[src/rtl/flash_addr_pkg.sv]
// Shared types and default window for the flash word-address controller.
package flash_addr_pkg;

  typedef enum logic [1:0] {
    PAUSED,
    PLAYING,
    ENDED
  } addr_state_t;

  localparam int unsigned  DEF_ADDR_W     = 23;
  localparam logic [22:0]  DEF_START_ADDR = 23'h000000;
  localparam logic [22:0]  DEF_END_ADDR   = 23'h07FFFF;

endpackage

[src/rtl/flash_address_controller.sv]
// Word-address generator for the flash read sequencer: pause/play, fwd/reverse, window boundaries.
// Define FLASH_ADDR_LOOP_EN to wrap at the window edges instead of stopping in ENDED.
module flash_address_controller
  import flash_addr_pkg::*;
#(
  parameter int unsigned        ADDR_W     = DEF_ADDR_W,
  parameter logic [ADDR_W-1:0]  START_ADDR = ADDR_W'(DEF_START_ADDR),
  parameter logic [ADDR_W-1:0]  END_ADDR   = ADDR_W'(DEF_END_ADDR)
) (
  input  logic              clk,
  input  logic              reset,
  input  logic              inc,
  input  logic              dec,
  input  logic              addr_reset,
  input  logic              play,
  input  logic              reverse,
  output logic [ADDR_W-1:0] address,
  output logic              wrapped,
  output logic              at_end
);

  addr_state_t       r_state;
  addr_state_t       w_stateNext;
  logic [ADDR_W-1:0] r_address;
  logic [ADDR_W-1:0] w_addressNext;
  logic              r_wrapped;
  logic              w_wrappedNext;
  logic              w_fwd;
  logic              w_back;

  always_comb begin
    w_fwd         = 1'b0;
    w_back        = 1'b0;
    w_stateNext   = r_state;
    w_addressNext = r_address;
    w_wrappedNext = 1'b0;

    // inc and dec swap meaning when reverse is set; both together cancel out
    if (inc ^ dec) begin
      w_fwd  = inc ^ reverse;
      w_back = ~(inc ^ reverse);
    end

    if (addr_reset) begin
      w_addressNext = reverse ? END_ADDR : START_ADDR;
      if (r_state == ENDED) begin
        w_stateNext = play ? PLAYING : PAUSED;
      end
    end else begin
      if (r_state == PLAYING) begin
        if (w_fwd) begin
          if (r_address == END_ADDR) begin
            w_wrappedNext = 1'b1;
`ifdef FLASH_ADDR_LOOP_EN
            w_addressNext = START_ADDR;
`else
            w_stateNext   = ENDED;
`endif
          end else begin
            w_addressNext = r_address + 1'b1;
          end
        end else if (w_back) begin
          if (r_address == START_ADDR) begin
            w_wrappedNext = 1'b1;
`ifdef FLASH_ADDR_LOOP_EN
            w_addressNext = END_ADDR;
`else
            w_stateNext   = ENDED;
`endif
          end else begin
            w_addressNext = r_address - 1'b1;
          end
        end
      end

      // A boundary stop outranks the play/pause level in the same cycle
      if (w_stateNext != ENDED) begin
        if (r_state == PAUSED && play) begin
          w_stateNext = PLAYING;
        end else if (r_state == PLAYING && !play) begin
          w_stateNext = PAUSED;
        end
      end
    end
  end

  always_ff @(posedge clk) begin
    if (reset) begin
      r_state   <= PAUSED;
      r_address <= START_ADDR;
      r_wrapped <= 1'b0;
    end else begin
      r_state   <= w_stateNext;
      r_address <= w_addressNext;
      r_wrapped <= w_wrappedNext;
    end
  end

  assign address = r_address;
  assign wrapped = r_wrapped;

`ifdef FLASH_ADDR_LOOP_EN
  assign at_end = 1'b0;
`else
  logic r_atEnd;

  always_ff @(posedge clk) begin
    if (reset) begin
      r_atEnd <= 1'b0;
    end else begin
      r_atEnd <= (w_stateNext == ENDED);
    end
  end

  assign at_end = r_atEnd;
`endif

endmodule

[config.mk]
export PLATFORM = sky130hd
export DESIGN_NAME = flash_address_controller
export DESIGN_NICKNAME = d
export VERILOG_FILES = /design/src/rtl/flash_addr_pkg.sv /design/src/rtl/flash_address_controller.sv
export SDC_FILE = /design/constraint.sdc
export NUM_CORES = 1
export LEC_CHECK = 0
export CAP_MARGIN = 20
export CORE_ASPECT_RATIO = 1.5
export CORE_MARGIN = 5
export CORE_UTILIZATION = 50
export DETAILED_ROUTE_END_ITERATION = 16
export PLACE_DENSITY_LB_ADDON = 0.08
export SETUP_SLACK_MARGIN = 0.05
export SLEW_MARGIN = 25
export SYNTH_ARGS = -nofsm -noshare
export SYNTH_HDL_FRONTEND = slang
export SYNTH_SLANG_ARGS = --single-unit
[constraint.sdc]
create_clock -name clk -period 7.2 [get_ports clk]
set_input_delay 1.44 -clock clk [delete_from_list [all_inputs] [get_ports clk]]
set_output_delay 1.44 -clock clk [all_outputs]
set_load 0.05 [all_outputs]
---- Word-level counts from Yosys, hierarchy flattened ----
Cells that the tools add are included.
word-level totals
  register bits ........................... 27
  logic and storage cells ................. 51
cells by class
  $add $sub $neg .......................... 2
  eq/ne operators ......................... 7
  muxes and demuxes ....................... 25
  bitwise logic cells ..................... 4
  reductions and logical operators ........ 9
operator list
  kind                                                   number
  two-way mux 23 bit                                     6
  adder 23 x 1 -> 23 bit, second input constant          1
  equality test 23 x 19 -> 1 bit, second input constant  1
  logical NOT 23 bit                                     1
  subtractor 23 x 1 -> 23 bit, second input constant     1
  two-way mux 2 bit                                      11
  two-way mux 19 bit                                     1
  two-way mux 1 bit                                      7
  != test 3 bit, second input constant                   2
  equality test 2 bit, second input constant             2
  AND reduction 4 bit                                    1
  nonzero test 3 bit                                     1
  OR reduction 3 bit                                     1
  equality test 2 x 1 -> 1 bit, second input constant    1
  logical AND 1 bit                                      2
  logical NOT 2 bit                                      1
  != test 2 bit, second input constant                   1
  inverter 1 bit                                         2
  nonzero test 2 bit                                     1
  bitwise XOR 1 bit                                      2
  logical NOT 1 bit                                      1

---- Depth between registers and ports, before layout ----
Gate-level depths: netlist (run 1).
  word-level depth ........................ 12
  mapped depth ............................ 12
  depth with buffers taken out ............ 12

---- Least setup slack after synthesis (run 1) ----
No wires, ideal clock.
  path type ............................... input port to flip-flop
  from .................................... input port reverse
  to ...................................... register r_address[22] (netlist: address[22])
  library setup time ...................... 0.080 ns
  arrival ................................. 4.870 ns
  required time ........................... 7.120 ns
  setup slack ............................. 2.250 ns
  stages .................................. 11
  buffers on the path ..................... 0
  path through ............................ nor2b_1 > a2bb2oi_1 > ha_1 > nor2b_1 > o31a_1 > o2111a_1 > o2111ai_1 > nand4_1 > and4_4 > or3_1 > a211oi_2
on the way
  longest elaborated chain between the ends .. 5
  elaborated cells on any way between the ends .. 11
ends and longest elaborated chain
  element                                                                     RTL line                                                        text
  start, declared                                                             flash_address_controller.sv:16                                  input logic reverse,
  bitwise XOR 1 bit (*)                                                       flash_address_controller.sv:40, flash_address_controller.sv:41
  inverter 1 bit or two-way mux 1 bit (tied branches)                         flash_address_controller.sv:41, flash_address_controller.sv:39
  two-way mux 1 bit or two-way mux 23 bit (tied branches)                     flash_address_controller.sv:39, flash_address_controller.sv:51
  nonzero test 3 bit (no source line) or two-way mux 23 bit (tied branches)   -
  AND reduction 4 bit (no source line) or two-way mux 23 bit (tied branches)  -
  end signal, assigned                                                        flash_address_controller.sv:94                                  r_address <= w_addressNext;
  end, declared                                                               flash_address_controller.sv:24                                  logic [ADDR_W-1:0] r_address;
Every way passes the cells marked *; elsewhere a longest branch is shown, timed or not. The select of a mux whose other input is x is not followed.
A chain may end at the register's enable or synchronous reset.

---- Worst setup path after layout (run 1) ----
Same ends and word-level chain as after synthesis.

==> flow_summary.json, run 1 <==
{
  "power_density_mw_per_mm2": 178,
  "muxShareOfSynthArea_pct": 0.935,
  "power_mw": 0.478,
  "vias": 2319,
  "status": "finished clean",
  "critPathCaptureType": "register",
  "rsz0062_at_grt": "no",
  "grt_max_degree": 35,
  "area_growth_pct": 18.2,
  "grt_pass1_wl_um": 10500,
  "r2r_setup_slack_ns": 4.20,
  "yosysUniqueCellTypes": 59,
  "finalHoldViolCount": 0,
  "drive_gt1_share_pct": 5.50,
  "ctsResizeCount": 0,
  "startpoint_type": "input pin",
  "dieArea_mm2": 0.00603,
  "crit_top_cell": "nor2b_1",
  "grt_pass1_vias": 2208,
  "initial_core_util_pct": 50.9,
  "arrival_ns": 4.84,
  "irDropWorstVdd_mv": 0.0998,
  "num_rows": 30,
  "setup_viol": 0,
  "numPortBuffers": 31,
  "synth_compound_area_share_pct": 28.0,
  "grt_usage_pct": 21.6,
  "async_flop_share_pct": 0,
  "synthCells": 280,
  "ys_seq_area_share_pct": 23.8,
  "cts.clk_slew.worst_paths_ns": 0.11,
  "synthesis.nets": 309,
  "p_leak_nw": 1.05,
  "critPathRequiredTime_ns": 7.40,
  "netlist_top_cells_area": "dfxtp_1 24%, ha_1 12%, a21oi_1 5.7%, nor2_1 4.5%, a221oi_1 3.9%",
  "holdCritPathClass": "register to register",
  "ant_nets": 0,
  "path_cells": "clkdlybuf4s50_1 -> nor2b_1 -> a2bb2oi_2 -> buf_4 -> ha_1 -> nor2b_1 -> o31a_1 -> o2111a_1 -> o2111ai_1 -> nand4_1 -> and4_4 -> or3_1 -> a211oi_2",
  "max_stage_delay_ns": 0.58,
  "dr.pass1.iters": 4,
  "synth_xor_area_share_pct": 5.39,
  "fillers": 428,
  "synth_top_family_by_area": "compound AO/OA/AOI/OAI gates",
  "cts_tree": "done",
  "ys.warnings.count": 0,
  "drc": 0,
  "period_minus_slack_ns": 4.63,
  "die_width_um": 65.1,
  "ios": 32,
  "yosys.area.top_type": "dfxtp_1",
  "antenna_found_initial": 0,
  "cts-root-buf": "clkbuf_8",
  "tightest_slew_ns": 0.810,
  "dieHeight_um": 92.6,
  "finalNetCount": 339,
  "worst_hold_path.num_cells": 2,
  "placed_cells": 353,
  "clock_sinks": 27,
  "synthSimpleGateAreaFrac_pct": 26.4,
  "overflow": 0,
  "avgSynthCellArea_um2": 8.12,
  "post_cts_buffers": 0,
  "numCtsBuffers": 3,
  "drv_cap": 0,
  "synth_top_area_share_pct": 23.8,
  "final_cells": 357,
  "max-slew-margin-rel_pct": 45.7,
  "clk_latency_ns": 0.28,
  "slew_viol_final": 0,
  "max_freq_ghz": 0.216,
  "mostFrequentLayoutCells": "31 x clkdlybuf4s50_1, 27 x dfxtp_1, 26 x a21oi_1, 26 x nor2_1, 21 x ha_1",
  "synth_edf_count": 0,
  "synth_area_mm2": 0.00227,
  "ys_ff_latch": 27,
  "worst_r2r_path_depth": 8,
  "core_mm2": 0.00447,
  "cts_hold_buf": 0,
  "critical_path.max_fanout": 24,
  "postPlaceCellArea_mm2": 0.00264,
  "clock_path_buffers": 2,
  "hpwl_um": 4650,
  "final_area_mm2": 0.00269,
  "synth_fa_ha_area_share_pct": 12.4,
  "antenna_cells": 0,
  "tns_ns": 0,
  "final_common_cell": "clkdlybuf4s50_1",
  "cp_slowest_cell": "clkdlybuf4s50_1",
  "drt_iter0_markers": 145,
  "finClkSkew_ns": 0.00900,
  "vias_per_cell": 6.50,
  "synth_top_flop_cell": "dfxtp_1",
  "fin_crit_sh_pct": 64.3,
  "gp_congestion": 0.885,
  "cts.htree.levels": 1,
  "crit_type": "input pin to register",
  "wl_per_cell_um": 17.6,
  "drt-total-wl_um": 6290
}
## synth_stat cells, drive strengths merged (4+ instances only)
master and instances:
or3 4, nand2 12, nor3 7, clkbuf 7
inv 9, xnor2 7, a31oi 4, nor2 28
a21o 9, nor2b 5, nand3b 5, dfxtp 27
a211oi 4, a21oi 26, or4 5, nor4 6
ha 21, o21a 6, xor2 7, nand4 7
a221oi 10, nand3 4, o21ai 21
## report_power, final
| part | internal (mW) | switching, mW |
|---|---|---|
| sequential | 0.158 | 0.0122 |
| combinational | 0.0866 | 0.127 |
| clock | 0.0394 | 0.0554 |
| total | 0.284 | 0.194 |
## cell families after synthesis
family / after synthesis
DFF: 27
and+or+nand+nor: 101
xor gates and xnor gates: 14
buffers and inverters: 18
muxes: 2
AOI/OAI and AO/OA: 96
adders and majority gates: 22
## worst paths after layout
kind / start / to
worst min-delay path: address[21]$_SDFFE_PP0P_ / address[21]$_SDFFE_PP0P_
worst max-delay path: reverse / address[22]$_SDFFE_PP0P_
worst min register to register: address[21]$_SDFFE_PP0P_ / address[21]$_SDFFE_PP0P_
worst max register to register: address[19]$_SDFFE_PP0P_ / address[16]$_SDFFE_PP0P_
## routing by layer
metal / vias up / global-route usage [%] / share of wire (%)
li1: 1149 / - / -
met3: 14 / 1.82 / 2.6
met4: 0 / 9.00 / 2.9
met1: 1106 / 26.1 / 44
met5: - / 0 / 0
met2: 50 / 38.3 / 50
## cell type report
cell class | count | area (um2) | area share [%]
multi-input combinational | 235 | 1670 | 62.2
inverter | 9 | 33.8 | 1.26
sequential | 27 | 541 | 20.1
tap | 48 | 60.1 | 2.23
clock inverter | 1 | 7.51 | 0.279
timing repair buffer | 34 | 333 | 12.4
clock buffer | 3 | 41.3 | 1.54
## metrics by stage
step / setup WS (ns) / hold WS [ns] / util [%]
5_1_grt: 2.41 / 0.572 / 60.2
2_1_floorplan: 2.25 / 0.485 / -
3_5_place_dp: 2.31 / 0.526 / 59.1
3_3_place_gp: 2.39 / 0.525 / 59.0
4_1_cts: 2.59 / 0.540 / 60.2
6_report: 2.57 / 0.541 / 60.2
## worst max-delay path: cells and delay by family
kind | cells | cell delay, ns
buffers and inverters | 2 | 0.80
AND/OR/NAND/NOR | 5 | 1.14
AO/OA/AOI/OAI | 5 | 1.08
adder cells (fa/ha/maj) | 1 | 0.36
## sequential cells by signal (all words and copies together) (netlist names)
register,cells
address,23
r_state,2
at_end,1
wrapped,1
Power figures use the tool's default switching activity.
==> inputs of run 2 (changes only) <==
==> constraint.sdc (replaced) <==
create_clock -name clk -period 3.88 [get_ports clk]
set_input_delay 0.776 -clock clk [delete_from_list [all_inputs] [get_ports clk]]
set_output_delay 0.776 -clock clk [all_outputs]
set_load 0.05 [all_outputs]
==> run 2 against run 1 <==
Non-clock buffer count grew 28. Final area grew 8.7%. Power rose by 93%. Worst setup slack got worse by 2.3 ns. Combinational power grew 110%. Count of clock-buffer cells in the layout grew 1. Critical path depth is 1 higher. First-iteration DRC count fell by 27%. Critical path type unchanged. Largest power group unchanged.
==> flow_summary.json, run 2 (synthesis results as in run 1) <==
{
  "status": "finished clean",
  "final_common_cell": "buf_4",
  "crit_top_cell": "buf_4",
  "numPortBuffers": 31,
  "num_rows": 30,
  "drive_gt1_share_pct": 13.9,
  "antenna_cells": 0,
  "grt_usage_pct": 22.6,
  "cts.clk_slew.worst_paths_ns": 0.10,
  "fillers": 406,
  "clk_latency_ns": 0.28,
  "drt_iter0_markers": 106,
  "grt_max_degree": 24,
  "fin_crit_sh_pct": 92.9,
  "p_leak_nw": 1.21,
  "tightest_slew_ns": 0.601,
  "vias": 2408,
  "numCtsBuffers": 3,
  "setup_viol": 0,
  "hpwl_um": 5100,
  "clock_sinks": 27,
  "cts_tree": "done",
  "slew_viol_final": 0,
  "cp_slowest_cell": "clkdlybuf4s50_1",
  "antenna_found_initial": 0,
  "placed_cells": 381,
  "core_mm2": 0.00447,
  "initial_core_util_pct": 50.9,
  "power_density_mw_per_mm2": 315,
  "cts-root-buf": "clkbuf_8",
  "crit_type": "input pin to register",
  "critical_path.max_fanout": 7,
  "path_cells": "clkdlybuf4s50_1 -> nor2b_2 -> a2bb2oi_4 -> buf_4 -> buf_4 -> ha_1 -> a211oi_1 -> nand4bb_1 -> a31oi_2 -> o21ai_1 -> a21boi_2 -> a31oi_1 -> or4_1 -> nand3_1",
  "period_minus_slack_ns": 3.60,
  "drt-total-wl_um": 6610,
  "area_growth_pct": 28.5,
  "vias_per_cell": 6.25,
  "drv_cap": 0,
  "cts_hold_buf": 0,
  "dr.pass1.iters": 4,
  "max_freq_ghz": 0.277,
  "max_stage_delay_ns": 0.51,
  "cts.htree.levels": 1,
  "place_ws_ns": -0.143,
  "max-slew-margin-rel_pct": 59.7,
  "wl_per_cell_um": 17.2,
  "largest_reg_flops": 23,
  "timing.hold.ws_ns": 0.540,
  "final_cells": 385,
  "gp_congestion": 0.955,
  "dieArea_mm2": 0.00603,
  "critPathRequiredTime_ns": 4.11,
  "postPlaceCellArea_mm2": 0.00285,
  "dieHeight_um": 92.6,
  "overflow": 0,
  "grt_pass1_wl_um": 10800,
  "mostFrequentLayoutCells": "31 x buf_4, 30 x clkdlybuf4s50_1, 27 x nor2_1, 27 x dfxtp_1, 26 x a21oi_1",
  "finalNetCount": 367,
  "final_util_pct": 65.5,
  "rsz0062_at_grt": "no",
  "finalHoldViolCount": 0,
  "grt_pass1_vias": 2285,
  "final_area_mm2": 0.00292,
  "die_width_um": 65.1,
  "irDropWorstVdd_mv": 0.154,
  "holdCritPathClass": "register to register",
  "critPathCaptureType": "register",
  "ios": 32,
  "clock_path_buffers": 2,
  "finClkSkew_ns": 0.00469,
  "layout_setup_ws_ns": 0.276,
  "ant_nets": 0,
  "arrival_ns": 3.83,
  "drc": 0,
  "startpoint_type": "input pin"
}
==> run 2: critical path, delay by kind of cell <==
| family | cells | cell delay (ns) |
|---|---|---|
| AO/OA/AOI/OAI | 6 | 0.96 |
| adder cells (fa/ha/maj) | 1 | 0.29 |
| buffers and inverters | 3 | 0.82 |
| AND/OR/NAND/NOR | 4 | 0.99 |
==> run 2: per-layer routing <==
metal | vias to the layer above | wire, um | GRT usage, %
li1 | 1193 | - | -
met1 | 1134 | 2800 | 26.6
met2 | 63 | 3330 | 40.4
met3 | 18 | 254 | 2.31
met4 | 0 | 229 | 10.0
met5 | - | 0 | 0
==> run 2: final cells by class <==
| cell class | count | area [um2] | area share (%) |
|---|---|---|---|
| Inverter | 9 | 33.8 | 1.16 |
| Timing Repair Buffer | 62 | 546 | 18.7 |
| Tap cell | 48 | 60.1 | 2.05 |
| Sequential cell | 27 | 541 | 18.5 |
| Clock buffer | 4 | 45.0 | 1.54 |
| Multi-Input combinational cell | 235 | 1700 | 58.1 |
==> run 2: final timing paths <==
check,start,to,slack (ns),cells after the start
max,reverse,address[19]$_SDFFE_PP0P_,0.28,14
min,r_state[0]$_SDFF_PP0_,r_state[0]$_SDFF_PP0_,0.54,2
max reg2reg,address[19]$_SDFFE_PP0P_,address[0]$_SDFFE_PP0P_,0.93,9
min reg2reg,r_state[0]$_SDFF_PP0_,r_state[0]$_SDFF_PP0_,0.54,2
==> run 2: per-stage QoR <==
| step | setup TNS (ns) | power (mW) |
|---|---|---|
| finish | 0 | 0.920 |
| floorplan | 0 | 0.613 |
| detailed placement | -0.485 | 0.751 |
| CTS | 0 | 0.921 |
| global route | 0 | 0.983 |
| global placement | -0.347 | 0.749 |
==> run 2: repair_timing <==
action,in CTS,in global routing
endpoints found under the setup margin,0,7
resized for setup,0,7
buffers inserted,0,0
==> run 2: power by group <==
| part | switching, mW | internal (mW) | leakage [nW] |
|---|---|---|---|
| combinational | 0.243 | 0.195 | 0.963 |
| clock | 0.0923 | 0.0738 | 0.0228 |
| sequential | 0.0235 | 0.292 | 0.222 |
==> inputs of run 3 (changes only) <==
--- a/config.mk
+++ b/config.mk
@@ -6,9 +6,11 @@
 export NUM_CORES = 1
 export LEC_CHECK = 0
 export CAP_MARGIN = 20
+export CELL_PAD_IN_SITES_DETAIL_PLACEMENT = 0
+export CELL_PAD_IN_SITES_GLOBAL_PLACEMENT = 1
 export CORE_ASPECT_RATIO = 1.5
 export CORE_MARGIN = 5
-export CORE_UTILIZATION = 50
+export CORE_UTILIZATION = 37
 export DETAILED_ROUTE_END_ITERATION = 16
 export PLACE_DENSITY_LB_ADDON = 0.08
 export SETUP_SLACK_MARGIN = 0.05
==> run 3 against run 2 <==
Critical path depth shrank 2. Power grew 3.0%. Die area grew 30%. Critical path type unchanged. Clock skew grew 0.0038 ns. Sequential cell count is the same. Wire length grew 6.4%. Global-route usage shrank 4.0 points. First-iteration DRC count grew 11%. Combinational power grew 4.8%. Non-clock buffer count grew 10. Clock power grew 4%. Critical endpoint is now address[22]$_SDFFE_PP0P_.
==> flow_summary.json, run 3 (synthesis results as in run 1) <==
{
  "startpoint_type": "input pin",
  "hpwl_um": 5560,
  "status": "finished clean",
  "hold_end": "r_state[0]$_SDFF_PP0_",
  "crit_top_cell": "or3_1",
  "grt_usage_pct": 18.6,
  "path_cells": "clkdlybuf4s50_1 -> nor2b_2 -> a2bb2oi_4 -> buf_6 -> ha_1 -> or3_1 -> o2111a_1 -> o2111ai_1 -> nand4_1 -> and4_4 -> or3_1 -> a211oi_2",
  "drive_gt1_share_pct": 16.7,
  "holdCritPathClass": "register to register",
  "critical_path.max_fanout": 9,
  "max-slew-margin-rel_pct": 47.4,
  "r2r_setup_slack_ns": 0.89,
  "largest_reg_flops": 23,
  "drt-total-wl_um": 7030,
  "cts-root-buf": "clkbuf_8",
  "overflow": 0,
  "grt_max_degree": 23,
  "setup_viol": 0,
  "slew_viol_final": 0,
  "drt_iter0_markers": 118,
  "worstReg2RegStart": "address[19]$_SDFFE_PP0P_",
  "crit_type": "input pin to register",
  "dieHeight_um": 106,
  "max_stage_delay_ns": 0.52,
  "fin_crit_sh_pct": 93.4,
  "tns_ns": 0,
  "worst_hold_path.num_cells": 2,
  "vias_per_cell": 5.77,
  "numCtsBuffers": 3,
  "finalHoldViolCount": 0,
  "power_mw": 0.948,
  "drv_cap": 0,
  "cts.clk_slew.worst_paths_ns": 0.10,
  "clk_latency_ns": 0.29,
  "antenna_cells": 0,
  "finalNetCount": 377,
  "vias": 2431,
  "grt_pass1_wl_um": 11500,
  "numPortBuffers": 31,
  "worst_r2r_path_depth": 9,
  "ant_nets": 0,
  "gp_congestion": 0.885,
  "clock_path_buffers": 2,
  "dr.pass1.iters": 4,
  "drc": 0,
  "clock_sinks": 27,
  "wl_per_cell_um": 16.7,
  "max_freq_ghz": 0.276,
  "placed_cells": 417,
  "irDropWorstVdd_mv": 0.142,
  "initial_core_util_pct": 37.4,
  "critPathCaptureType": "register",
  "final_common_cell": "buf_4",
  "post_cts_buffers": 0,
  "power_density_mw_per_mm2": 311,
  "worstHoldStart": "r_state[0]$_SDFF_PP0_",
  "p_leak_nw": 1.26,
  "dieArea_mm2": 0.00785,
  "rsz0062_at_grt": "no",
  "arrival_ns": 3.83,
  "cts.htree.levels": 1,
  "cp_slowest_cell": "clkdlybuf4s50_1",
  "antenna_found_initial": 0,
  "area_growth_pct": 33.8,
  "critPathRequiredTime_ns": 4.08,
  "mostFrequentLayoutCells": "40 x buf_4, 30 x clkdlybuf4s50_1, 27 x nor2_1, 27 x dfxtp_1, 26 x a21oi_1",
  "r2r_end": "address[12]$_SDFFE_PP0P_",
  "ios": 32,
  "tightest_slew_ns": 0.786,
  "grt_pass1_vias": 2409,
  "final_cells": 421,
  "finClkSkew_ns": 0.00844,
  "period_minus_slack_ns": 3.62,
  "num_rows": 35,
  "cts_tree": "done",
  "core_mm2": 0.00609,
  "die_width_um": 74.0
}
run 3: report_power, final:
group          leakage (nW)  switching (mW)  internal (mW)
logic                  1.02           0.252          0.208
clock network        0.0228          0.0978         0.0740
registers             0.222          0.0241          0.292
total                  1.26           0.373          0.574
run 3: layout make-up:
class                      instances  area [um2]
tap                               74        92.6
inverter                           9        33.8
clock buffer                       4        45.0
timing repair buffer              72         624
fill                             648        3040
sequential                        27         541
multi-input combinational        235        1710
run 3: worst max path at each step:
stage            start                        to  slack [ns]
4_1_cts        reverse  address[21]$_SDFFE_PP0P_        0.13
5_1_grt        reverse  address[22]$_SDFFE_PP0P_        0.08
3_3_place_gp   reverse  address[17]$_SDFFE_PP0P_       -0.15
6_report       reverse  address[22]$_SDFFE_PP0P_        0.26
3_5_place_dp   reverse  address[21]$_SDFFE_PP0P_       -0.16
2_1_floorplan  reverse  address[22]$_SDFFE_PP0P_        0.14
run 3: what timing repair did:
action / CTS / global route
hold buffers: 0 / 0
resized for setup: 0 / 9
endpoints found under the hold margin: 0 / 0
endpoints found under the setup margin: 0 / 8
run 3: critical path: cells and delay by family:
kind,cells,cell delay (ns)
AND/OR/NAND/NOR,5,1.37
AO/OA/AOI/OAI,4,0.82
buffers and inverters,2,0.68
adder cells (fa/ha/maj),1,0.19
run 3: metrics by stage:
stage                     setup WS (ns)  area, um2  utilization [%]  hold slack (ns)
after detailed placement         -0.164       2960             48.6            0.517
after CTS                         0.126       3000             49.3            0.534
final                             0.257       3040             50.0            0.534
after global routing             0.0844       3040             50.0            0.579
after floorplan                   0.138       2280                -            0.485
after global placement           -0.147       2960             48.6            0.517
run 3: metal layers:
layer	wire length, um	global-route usage (%)	share of wire (%)
met1	2990	22.1	43
met2	3660	33.5	52
met3	162	1.51	2.3
met4	214	6.99	3.0
met5	0	0	0
